<file path="src/rtl/i2c_master_burst_read_if.sv">
// ---------------------------------------------------------------------------
// i2c_master_burst_read_if
// Bundles the request/response handshake and the I2C pad signals of the
// burst-read I2C master.
//   start     request pulse from the sequencer (accepted only when !busy)
//   dev_addr  7-bit slave address        reg_addr  start register address
//   len       bytes to read minus one
//   busy      transfer in progress       done      end-of-transfer strobe
//   rd_data   received byte              rd_valid  per-byte strobe
//   ack_err   slave NACK flag, valid with done
//   scl       push-pull SCL              sda_oe    1 = pull SDA low
//   sda       SDA pad value
// Modport master is the I2C master block itself; modport slave is the
// sequencer/pad side that drives requests and the SDA pad value.
// ---------------------------------------------------------------------------
interface i2c_master_burst_read_if #(
  parameter int unsigned LEN_W = 4
);
  logic             start;
  logic [6:0]       dev_addr;
  logic [7:0]       reg_addr;
  logic [LEN_W-1:0] len;
  logic             busy;
  logic [7:0]       rd_data;
  logic             rd_valid;
  logic             done;
  logic             ack_err;
  logic             scl;
  logic             sda_oe;
  logic             sda;

  modport master (
    input  start, dev_addr, reg_addr, len, sda,
    output busy, rd_data, rd_valid, done, ack_err, scl, sda_oe
  );

  modport slave (
    output start, dev_addr, reg_addr, len, sda,
    input  busy, rd_data, rd_valid, done, ack_err, scl, sda_oe
  );
endinterface

</file>
<file path="src/rtl/i2c_master_burst_read.sv">
// ---------------------------------------------------------------------------
// i2c_master_burst_read
// I2C master performing random-address burst reads:
//   START, dev+W, reg, repeated START, dev+R, N data bytes (ACK all but the
//   last, NACK the last), STOP.  A slave NACK on any address/register byte
//   aborts to STOP and reports ack_err together with done.
// Ports
//   clk    system clock
//   rst_n  asynchronous active-low reset; releases the bus immediately
//   bus    i2c_master_burst_read_if.master (request, response and pads)
// Parameters
//   CLK_DIV  clk cycles per SCL period (multiple of 4, >= 8)
//   LEN_W    width of bus.len; burst length = len + 1
// Timing: one SCL period per bit.  SCL is high for the first half of the
// period; HM (quarter point) is the sample/START/STOP point, LM (three
// quarter point) is the only place SDA changes for data.  Each state owns
// the bus from one LM to the next, so the SDA value for a state's bit is
// set on entry at the LM before it.
// ---------------------------------------------------------------------------
module i2c_master_burst_read #(
  parameter int unsigned CLK_DIV = 500,
  parameter int unsigned LEN_W   = 4
) (
  input  logic                           clk,
  input  logic                           rst_n,
  i2c_master_burst_read_if.master        bus
);

  localparam int unsigned      CNT_W    = $clog2(CLK_DIV);
  localparam logic [CNT_W-1:0] CNT_MAX  = CNT_W'(CLK_DIV - 1);
  localparam logic [CNT_W-1:0] CNT_HALF = CNT_W'(CLK_DIV / 2);
  localparam logic [CNT_W-1:0] CNT_HM   = CNT_W'(CLK_DIV / 4);
  localparam logic [CNT_W-1:0] CNT_LM   = CNT_W'((3 * CLK_DIV) / 4);

  typedef enum logic [3:0] {
    S_IDLE,
    S_START,
    S_TX,
    S_SACK,
    S_RSTART,
    S_RX,
    S_MACK,
    S_STOP,
    S_DONE
  } state_t;

  // Which byte of the header is being sent; selects the step after SACK.
  typedef enum logic [1:0] {
    PH_DEVW,
    PH_REG,
    PH_DEVR
  } phase_t;

  state_t           state;
  phase_t           phase;
  logic [CNT_W-1:0] cnt;
  logic [CNT_W-1:0] cnt_nxt;
  logic             hm;
  logic             lm;
  logic [6:0]       dev_q;
  logic [7:0]       reg_q;
  logic [LEN_W-1:0] left;      // data bytes remaining after the current one
  logic [7:0]       tx_sh;
  logic [7:0]       rx_sh;
  logic [2:0]       bit_cnt;
  logic             nack;

  always_comb begin
    cnt_nxt = (cnt == CNT_MAX) ? '0 : cnt + CNT_W'(1);
    hm      = (cnt == CNT_HM);
    lm      = (cnt == CNT_LM);
  end

  always_ff @(posedge clk or negedge rst_n) begin
    if (!rst_n) begin
      state        <= S_IDLE;
      phase        <= PH_DEVW;
      cnt          <= '0;
      dev_q        <= '0;
      reg_q        <= '0;
      left         <= '0;
      tx_sh        <= '0;
      rx_sh        <= '0;
      bit_cnt      <= '0;
      nack         <= 1'b0;
      bus.busy     <= 1'b0;
      bus.rd_data  <= '0;
      bus.rd_valid <= 1'b0;
      bus.done     <= 1'b0;
      bus.ack_err  <= 1'b0;
      bus.scl      <= 1'b1;
      bus.sda_oe   <= 1'b0;
    end else begin
      bus.rd_valid <= 1'b0;
      bus.done     <= 1'b0;

      // SCL is registered from the next counter value so it always equals
      // (cnt < CLK_DIV/2) while a transfer is running.
      if (state != S_IDLE && state != S_DONE) begin
        cnt     <= cnt_nxt;
        bus.scl <= (cnt_nxt < CNT_HALF);
      end

      unique case (state)
        S_IDLE: begin
          if (bus.start) begin
            state       <= S_START;
            dev_q       <= bus.dev_addr;
            reg_q       <= bus.reg_addr;
            left        <= bus.len;
            nack        <= 1'b0;
            bus.ack_err <= 1'b0;
            bus.busy    <= 1'b1;
            cnt         <= '0;
            bus.scl     <= 1'b1;
            bus.sda_oe  <= 1'b0;
          end
        end

        S_START: begin
          if (hm) begin
            bus.sda_oe <= 1'b1;
          end else if (lm) begin
            state      <= S_TX;
            phase      <= PH_DEVW;
            tx_sh      <= {dev_q, 1'b0};
            bit_cnt    <= 3'd7;
            bus.sda_oe <= ~dev_q[6];
          end
        end

        S_TX: begin
          if (lm) begin
            if (bit_cnt == 3'd0) begin
              state      <= S_SACK;
              bus.sda_oe <= 1'b0;
            end else begin
              bus.sda_oe <= ~tx_sh[6];
              tx_sh      <= {tx_sh[6:0], 1'b0};
              bit_cnt    <= bit_cnt - 3'd1;
            end
          end
        end

        S_SACK: begin
          if (hm) begin
            if (bus.sda) nack <= 1'b1;
          end else if (lm) begin
            if (nack) begin
              state      <= S_STOP;
              bus.sda_oe <= 1'b1;
            end else begin
              unique case (phase)
                PH_DEVW: begin
                  state      <= S_TX;
                  phase      <= PH_REG;
                  tx_sh      <= reg_q;
                  bit_cnt    <= 3'd7;
                  bus.sda_oe <= ~reg_q[7];
                end
                PH_REG: begin
                  // Release SDA while SCL is low so it is high when SCL rises.
                  state      <= S_RSTART;
                  bus.sda_oe <= 1'b0;
                end
                default: begin
                  state      <= S_RX;
                  bit_cnt    <= 3'd7;
                  bus.sda_oe <= 1'b0;
                end
              endcase
            end
          end
        end

        S_RSTART: begin
          if (hm) begin
            bus.sda_oe <= 1'b1;
          end else if (lm) begin
            state      <= S_TX;
            phase      <= PH_DEVR;
            tx_sh      <= {dev_q, 1'b1};
            bit_cnt    <= 3'd7;
            bus.sda_oe <= ~dev_q[6];
          end
        end

        S_RX: begin
          if (hm) begin
            rx_sh <= {rx_sh[6:0], bus.sda};
            if (bit_cnt == 3'd0) begin
              bus.rd_data  <= {rx_sh[6:0], bus.sda};
              bus.rd_valid <= 1'b1;
            end
          end else if (lm) begin
            if (bit_cnt == 3'd0) begin
              state      <= S_MACK;
              bus.sda_oe <= (left != '0);
            end else begin
              bit_cnt <= bit_cnt - 3'd1;
            end
          end
        end

        S_MACK: begin
          if (lm) begin
            if (left != '0) begin
              state      <= S_RX;
              left       <= left - LEN_W'(1);
              bit_cnt    <= 3'd7;
              bus.sda_oe <= 1'b0;
            end else begin
              state      <= S_STOP;
              bus.sda_oe <= 1'b1;
            end
          end
        end

        S_STOP: begin
          // Leave right at HM so SCL is never pulled low after STOP.
          if (hm) begin
            state       <= S_DONE;
            bus.sda_oe  <= 1'b0;
            bus.done    <= 1'b1;
            bus.ack_err <= nack;
          end
        end

        S_DONE: begin
          state    <= S_IDLE;
          bus.busy <= 1'b0;
          cnt      <= '0;
          bus.scl  <= 1'b1;
        end

        default: begin
          state <= S_IDLE;
        end
      endcase
    end
  end

endmodule
</file>
<file path="src/flat_wrapper.sv">
// flat-port wrapper written by rule: the top's interface ports become plain ports
module i2c_master_burst_read_flat 
#(
  parameter int unsigned CLK_DIV = 500,
  parameter int unsigned LEN_W   = 4
)
  (clk, rst_n, bus_start, bus_dev_addr, bus_reg_addr, bus_len, bus_sda, bus_busy, bus_rd_data, bus_rd_valid, bus_done, bus_ack_err, bus_scl, bus_sda_oe);
  i2c_master_burst_read_if #(.LEN_W(LEN_W)) bus_i ();
  input  logic clk;
  input  logic rst_n;
  input wire logic [$bits(bus_i.start)-1:0] bus_start;
  input wire logic [$bits(bus_i.dev_addr)-1:0] bus_dev_addr;
  input wire logic [$bits(bus_i.reg_addr)-1:0] bus_reg_addr;
  input wire logic [$bits(bus_i.len)-1:0] bus_len;
  input wire logic [$bits(bus_i.sda)-1:0] bus_sda;
  output wire logic [$bits(bus_i.busy)-1:0] bus_busy;
  output wire logic [$bits(bus_i.rd_data)-1:0] bus_rd_data;
  output wire logic [$bits(bus_i.rd_valid)-1:0] bus_rd_valid;
  output wire logic [$bits(bus_i.done)-1:0] bus_done;
  output wire logic [$bits(bus_i.ack_err)-1:0] bus_ack_err;
  output wire logic [$bits(bus_i.scl)-1:0] bus_scl;
  output wire logic [$bits(bus_i.sda_oe)-1:0] bus_sda_oe;
  assign bus_i.start = bus_start;
  assign bus_i.dev_addr = bus_dev_addr;
  assign bus_i.reg_addr = bus_reg_addr;
  assign bus_i.len = bus_len;
  assign bus_i.sda = bus_sda;
  assign bus_busy = bus_i.busy;
  assign bus_rd_data = bus_i.rd_data;
  assign bus_rd_valid = bus_i.rd_valid;
  assign bus_done = bus_i.done;
  assign bus_ack_err = bus_i.ack_err;
  assign bus_scl = bus_i.scl;
  assign bus_sda_oe = bus_i.sda_oe;
  i2c_master_burst_read #(.CLK_DIV(CLK_DIV), .LEN_W(LEN_W)) u_core (.clk(clk), .rst_n(rst_n), .bus(bus_i));
endmodule
</file>
<file path="config.mk">
export PLATFORM = sky130hd
export DESIGN_NAME = i2c_master_burst_read_flat
export DESIGN_NICKNAME = d
export VERILOG_FILES = /design/src/rtl/i2c_master_burst_read_if.sv /design/src/rtl/i2c_master_burst_read.sv /design/src/flat_wrapper.sv
export SDC_FILE = /design/constraint.sdc
export NUM_CORES = 1
export LEC_CHECK = 0
export ABC_AREA = 1
export BUFFER_PORTS_ARGS = -buffer_cell sky130_fd_sc_hd__buf_2
export CORE_AREA = 5 5 105 107
export DETAILED_ROUTE_END_ITERATION = 10
export DIE_AREA = 0 0 110 112
export PLACE_DENSITY = 0.59
export SYNTH_ARGS = -nofsm -noshare
export SYNTH_HDL_FRONTEND = slang
export SYNTH_SLANG_ARGS = --single-unit
</file>
<file path="constraint.sdc">
create_clock -name clk -period 2.5 [get_ports clk]
set_input_delay 0.375 -clock clk [delete_from_list [all_inputs] [get_ports clk]]
set_output_delay 0.375 -clock clk [all_outputs]
set_load 0.005 [all_outputs]
</file>
==> flow_summary.ini, run 1 <==
[timing]
fmax_ghz = 0.502
skew_ns = 0.0128
finalSetupViolations = 0
fin_setup_tns_ns = 0
worst-slew-pin-transition_ns = 0.712
slew_headroom_pct = 52.3
rsz0062_at_grt = false
min_period_ns = 1.99
hold_viol_final = 0
fin_crit_sh_pct = 79.7
finalMaxSlewViolations = 0

[synth]
ys_async_sr_fraction_pct = 100
syn_area_um2 = 3660
synth_cell_type_count = 31
synth_top_area_share_pct = 44.4
synth_area_leaders = dfrtp_1, nand2_1, inv_1
synth_edf_count = 0
yosys.area.top_type = dfrtp_1
yosys_register_bits = 66
synth_cells = 475
yosys-top-cells-count = nand2_1, dfrtp_1, inv_1, nor2_1, o21ai_0
syn_nets = 505
synth_area_per_cell_um2 = 7.71
yosysMostFrequentCell = nand2_1
synthFlopType = dfrtp_1
synth-seq-area-share_pct = 45.1
yosysWarnings = 0

[critical_path]
endpoint_kind = flip-flop
crit_type = reg2reg
cp-start-kind = flip-flop
critPathRequiredTime_ns = 2.77
crit_fanout = 14
crit_arrival_ns = 2.26

[power_and_ir_drop]
p_leak_nw = 2.24
powerDensity_nw_per_um2 = 1050
peakVddDrop_v = 0.000391

[drt]
routed_wl_mm = 8.29
drcViolationCount = 0
avgRoutedWirePerCell_um = 12.6
drt-initial-drc-count = 253
vias = 3148
drt.antenna.violating_nets = 0
dr.pass1.iters = 6
viasPerCell = 4.78

[placement]
gp_congestion = 0.899
portBuffers = 36
dp_hpwl_mm = 6.12

[job]
maxCapViolCount = 0

[clocking]
clkTransAtPathRegs_ns = 0.08
post_cts_buffers = 0
clock_latency_ns = 0.35
htree_levels = 3
cts.hold.buffers_added = 0
cts_buffer_depth = 2
cts_resized = 0
root_buffer = clkbuf_8
cts_tree = yes
clkSinkCount = 66
numCtsBuffers = 9

[floorplan]
rows = 37
die_w_um = 110
die_y_um = 112
die_area_um2 = 12300
core_um2 = 10000
initial_core_util_pct = 36.4
io_pins = 37

[cells_and_area]
post-route-util_pct = 41.7
area_growth_pct = 14.4
nNetsFinal = 548
drive_gt1_share_pct = 17.6
n_antenna_cell = 0

[grt]
grt_usage_pct = 14.4
antenna_found_initial = 0
grt_max_degree = 67
first_global_vias = 3127
grt_pass1_wl_mm = 14.3
grt_remaining_overflow = 0

[run_status]
outcome = finished clean

[hold_path]
hold_path_class = in2async
-- final cells by class --
type                       count  area, µm²
sequential                    66       1650
fill                        1057       5860
clock inverter                 6       67.6
timing repair buffer          39        215
tap                          136        170
inverter                      65        244
multi-input combinational    337       1710
clock buffer                   9        124
-- worst paths after layout --
check	slack (ns)	to	start	cells past startpoint
worst max-delay path	0.51	u_core.left[1]	u_core.state[3]	7
worst min-delay path	0.02	u_core.cnt[5]	rst_n	2
worst max register to register	0.51	u_core.left[1]	u_core.state[3]	7
worst min register to register	0.48	u_core.phase[0]	u_core.phase[0]	2
max in group asynchronous	2.16	u_core.left[0]	rst_n	2
min in group clk	0.22	u_core.dev_q[1]	bus_dev_addr[1]	3
-- power by group --
group,switching (mW),internal [mW],total [mW]
sequential,0.185,1.38,1.56
combinational,1.29,0.660,1.95
clock,0.440,0.458,0.898
-- flip-flops by register name, indices dropped and copies added (netlist names), 2 cells and up --
name                flops
u_core.state            4
u_core.cnt              9
u_core.left             4
u_core.bus.rd_data      8
u_core.phase            2
u_core.dev_q            7
u_core.rx_sh            7
u_core.bit_cnt          3
u_core.reg_q            8
u_core.tx_sh            7
-- metal layers --
| metal | vias up | GRT usage, % | share of wire (%) |
|---|---|---|---|
| li1 | 1600 | - | - |
| met1 | 1454 | 18.7 | 46 |
| met2 | 77 | 22.8 | 46 |
| met3 | 17 | 3.71 | 5.3 |
| met4 | 0 | 5.74 | 2.5 |
| met5 | - | 0 | 0 |
-- stage by stage --
stage	hold WS (ns)	std cells	power, mW	setup WS (ns)	cell area (µm²)
final	0.0176	658	4.41	0.507	4190
after global routing	0.0541	658	4.80	0.300	4190
after CTS	0.0422	658	4.46	0.503	4190
after detailed placement	0.425	643	3.54	0.519	4000
after global placement	0.422	643	3.49	0.494	4000
after floorplan	0.0794	475	3.07	0.903	3660
-- worst max-delay path, stage by stage, from the launching register on --
cell and delay (ns):
dfrtp_1 0.43, inv_1 0.18, nand2_1 0.15, nor2_1 0.21
nand2_1 0.35, nand3_1 0.40, nor2_1 0.08, a21oi_1 0.13
-- cell families (layout without fill, tap and decap cells) --
group	after synthesis	after routing	share of synthesized area (%)
fa+ha+maj	7	7	2.39
flops	66	66	45.1
simple gates	265	265	33.5
xor+xnor	3	3	0.718
compound gates	62	62	10.2
buf+inv	72	119	8.07
-- cell usage in the layout, fill, tap and decap left out, types with 3 or more instances in the layout --
cell | Yosys | routed
nand2_1 | 157 | 157
dfrtp_1 | 65 | 65
inv_1 | 63 | 63
nor2_1 | 41 | 41
buf_2 | 2 | 36
o21ai_0 | 31 | 31
nand3_1 | 29 | 29
nand4_1 | 9 | 9
clkbuf_8 | 0 | 9
o22ai_1 | 8 | 8
a21oi_1 | 8 | 8
o21ai_2 | 8 | 8
ha_1 | 7 | 7
nand2_2 | 6 | 6
nor2_2 | 6 | 6
nor2_4 | 5 | 5
o221ai_1 | 5 | 5
nand2_4 | 3 | 3
nand3_2 | 3 | 3
Note: power is estimated with default switching activity, not from simulation.
==> inputs of run 2 (changes only) <==
Settings changed: ABC_AREA 1 to 0, CORE_AREA 5 5 105 107 to 5 5 103 105, DIE_AREA 0 0 110 112 to 0 0 108 110.
Clock period 2.5 ns to 2.1 ns, I/O delays scaled along.
==> flow_summary.ini, run 2 <==
[critical_path]
ff2ff_path_depth = 8
endpoint_kind = flip-flop
crit_end = u_core.bus.sda_oe
r2r-end = u_core.bus.sda_oe
r2r_start = u_core.cnt[1]
crit_type = reg2reg
crit_arrival_ns = 2.24
cp-start-kind = flip-flop
r2r_setup_slack_ns = 0.1
critPathRequiredTime_ns = 2.33
setup.worst_path.start = u_core.cnt[1]
crit_fanout = 5

[clocking]
numCtsBuffers = 9
root_buffer = clkbuf_8
clkTransAtPathRegs_ns = 0.07
htree_levels = 3
cts_tree = yes
clkSinkCount = 66
cts_buffer_depth = 2
clock_latency_ns = 0.35

[synth]
synth_top_family_by_area = simple AND/OR/NAND/NOR gates
ys_async_sr_fraction_pct = 100
synthFlopType = dfrtp_1
synth_area_per_cell_um2 = 10.2
synth_edf_count = 0
yosysWarnings = 0
synth_adder_area_share_pct = 2.50
yosys.area.top_type = dfrtp_1
syn_area_um2 = 3510
synth-seq-area-share_pct = 47.1
synth_cells = 343
syn_nets = 373
yosys.area_share.simple_pct = 17.6
yosys-top-cells-count = dfrtp_1, o21ai_0, mux2_2, nand2_1, nor2_1
synth_top_area_share_pct = 46.4
synth_cell_type_count = 58
synthMuxAreaShare_pct = 12.9
synth_compound_area_share_pct = 15.5
synth_area_leaders = dfrtp_1, mux2_2, o21ai_0
yosys_register_bits = 66
yosysMostFrequentCell = dfrtp_1
synth_xor_xnor_area_share_pct = 0.749

[cells_and_area]
post-route-util_pct = 44.9
largest_register = u_core.cnt
top_regs = u_core.cnt x9, u_core.bus.rd_data x8, u_core.reg_q x8
final_cell_mix = dfrtp_1, o21ai_0, buf_2
nNetsFinal = 433
drive_gt1_share_pct = 31.6
largest_reg_flops = 9
final_common_cell = dfrtp_1
area_growth_pct = 22.3
n_antenna_cell = 0

[placement]
portBuffers = 36
place_ws_ns = 0.0805
gp_congestion = 0.860
dp_hpwl_mm = 5.68

[timing]
setup_ws_ns = 0.0953
rsz0062_at_grt = true
slew_headroom_pct = 70.8
hold_viol_final = 0
min_period_ns = 2.00
finalMaxSlewViolations = 0
fin_crit_sh_pct = 95.5
fmax_ghz = 0.499
skew_ns = 0.00668
finalSetupViolations = 0
worst-slew-pin-transition_ns = 0.437

[grt]
first_global_vias = 2747
grt_remaining_overflow = 0
grt_max_degree = 67
antenna_found_initial = 0
grt_pass1_wl_mm = 13.4
grt_usage_pct = 14.4

[floorplan]
io_pins = 37
die_w_um = 108
rows = 36
die_area_um2 = 11900
core_um2 = 9550
die_y_um = 110
initial_core_util_pct = 36.7

[drt]
drt.antenna.violating_nets = 0
routed_wl_mm = 8.03
dr.pass1.iters = 4
drcViolationCount = 0
viasPerCell = 5.15
vias = 2784
drt-initial-drc-count = 102
avgRoutedWirePerCell_um = 14.8

[power_and_ir_drop]
peakVddDrop_v = 0.000574
p_leak_nw = 1.94
powerDensity_nw_per_um2 = 1100
p_total_mw = 4.72

[hold_path]
hold_path_class = in2reg

[run_status]
outcome = finished clean

[job]
maxCapViolCount = 0
[run 2: cell count changes after synthesis, sizes merged, moves of 9 or more]
cell / delta
nor2: -34
nand2: -137
inv: -56
nor3: +9
nand3: -21
mux2: +34
[run 2: worst min-delay path by stage]
stage / startpoint / endpoint / depth (start not counted)
floorplan: rst_n / u_core.bit_cnt[0] / 0
global placement: rst_n / u_core.cnt[4] / 2
detailed placement: rst_n / u_core.cnt[6] / 2
CTS: bus_dev_addr[3] / u_core.dev_q[3] / 2
global route: bus_dev_addr[2] / u_core.dev_q[2] / 2
finish: bus_reg_addr[3] / u_core.reg_q[3] / 2
[run 2: cell type report]
type                       instances  area (µm²)
multi-input combinational        249        1740
sequential                        66        1650
timing repair buffer              68         448
tap                              133         166
inverter                           9        33.8
fill                             930        5260
clock inverter                     6         115
clock buffer                      10         128
[run 2: cell families after synthesis]
logic type / after synthesis
fa+ha+maj: 7
simple gates: 113
flops: 66
compound gates: 85
xor+xnor: 3
mux: 41
buf+inv: 28
[run 2: repair_timing]
item,in CTS,in global routing
setup buffers,0,0
hold endpoints to repair,49,0
gates resized for setup,0,4
hold buffers,1,0
setup endpoints to repair,0,12
[run 2: per-layer routing]
| layer | GRT usage (%) | up-vias | wire [µm] |
|---|---|---|---|
| li1 | - | 1372 | - |
| met1 | 18.5 | 1344 | 3580 |
| met2 | 23.4 | 59 | 3990 |
| met3 | 3.49 | 9 | 354 |
| met4 | 6.04 | 0 | 103 |
| met5 | 0 | - | 0 |
[run 2: worst max-delay path, cell delays in order, from the launching register on]
cell and delay (ns):
dfrtp_1 0.35, inv_1 0.06, ha_1 0.16, and3b_1 0.20, buf_4 0.14, nand3_1 0.18, a2111oi_1 0.14, a2111o_1 0.40
mux2_2 0.26
[run 2: per-stage QoR]
step	cell area [µm²]	setup TNS [ns]	instances	hold WS (ns)
detailed placement	4020	0	524	0.363
finish	4290	0	541	0.196
global placement	4020	0	524	0.361
CTS	4270	0	541	0.174
global route	4290	-0.0224	541	0.175
floorplan	3510	0	343	0.0194
[run 2: power by group]
part / internal [mW] / leakage (nW) / total (mW) / switching (mW)
logic: 0.787 / 0.968 / 1.61 / 0.823
clock network: 0.793 / 0.117 / 1.30 / 0.511
registers: 1.56 / 0.854 / 1.80 / 0.240
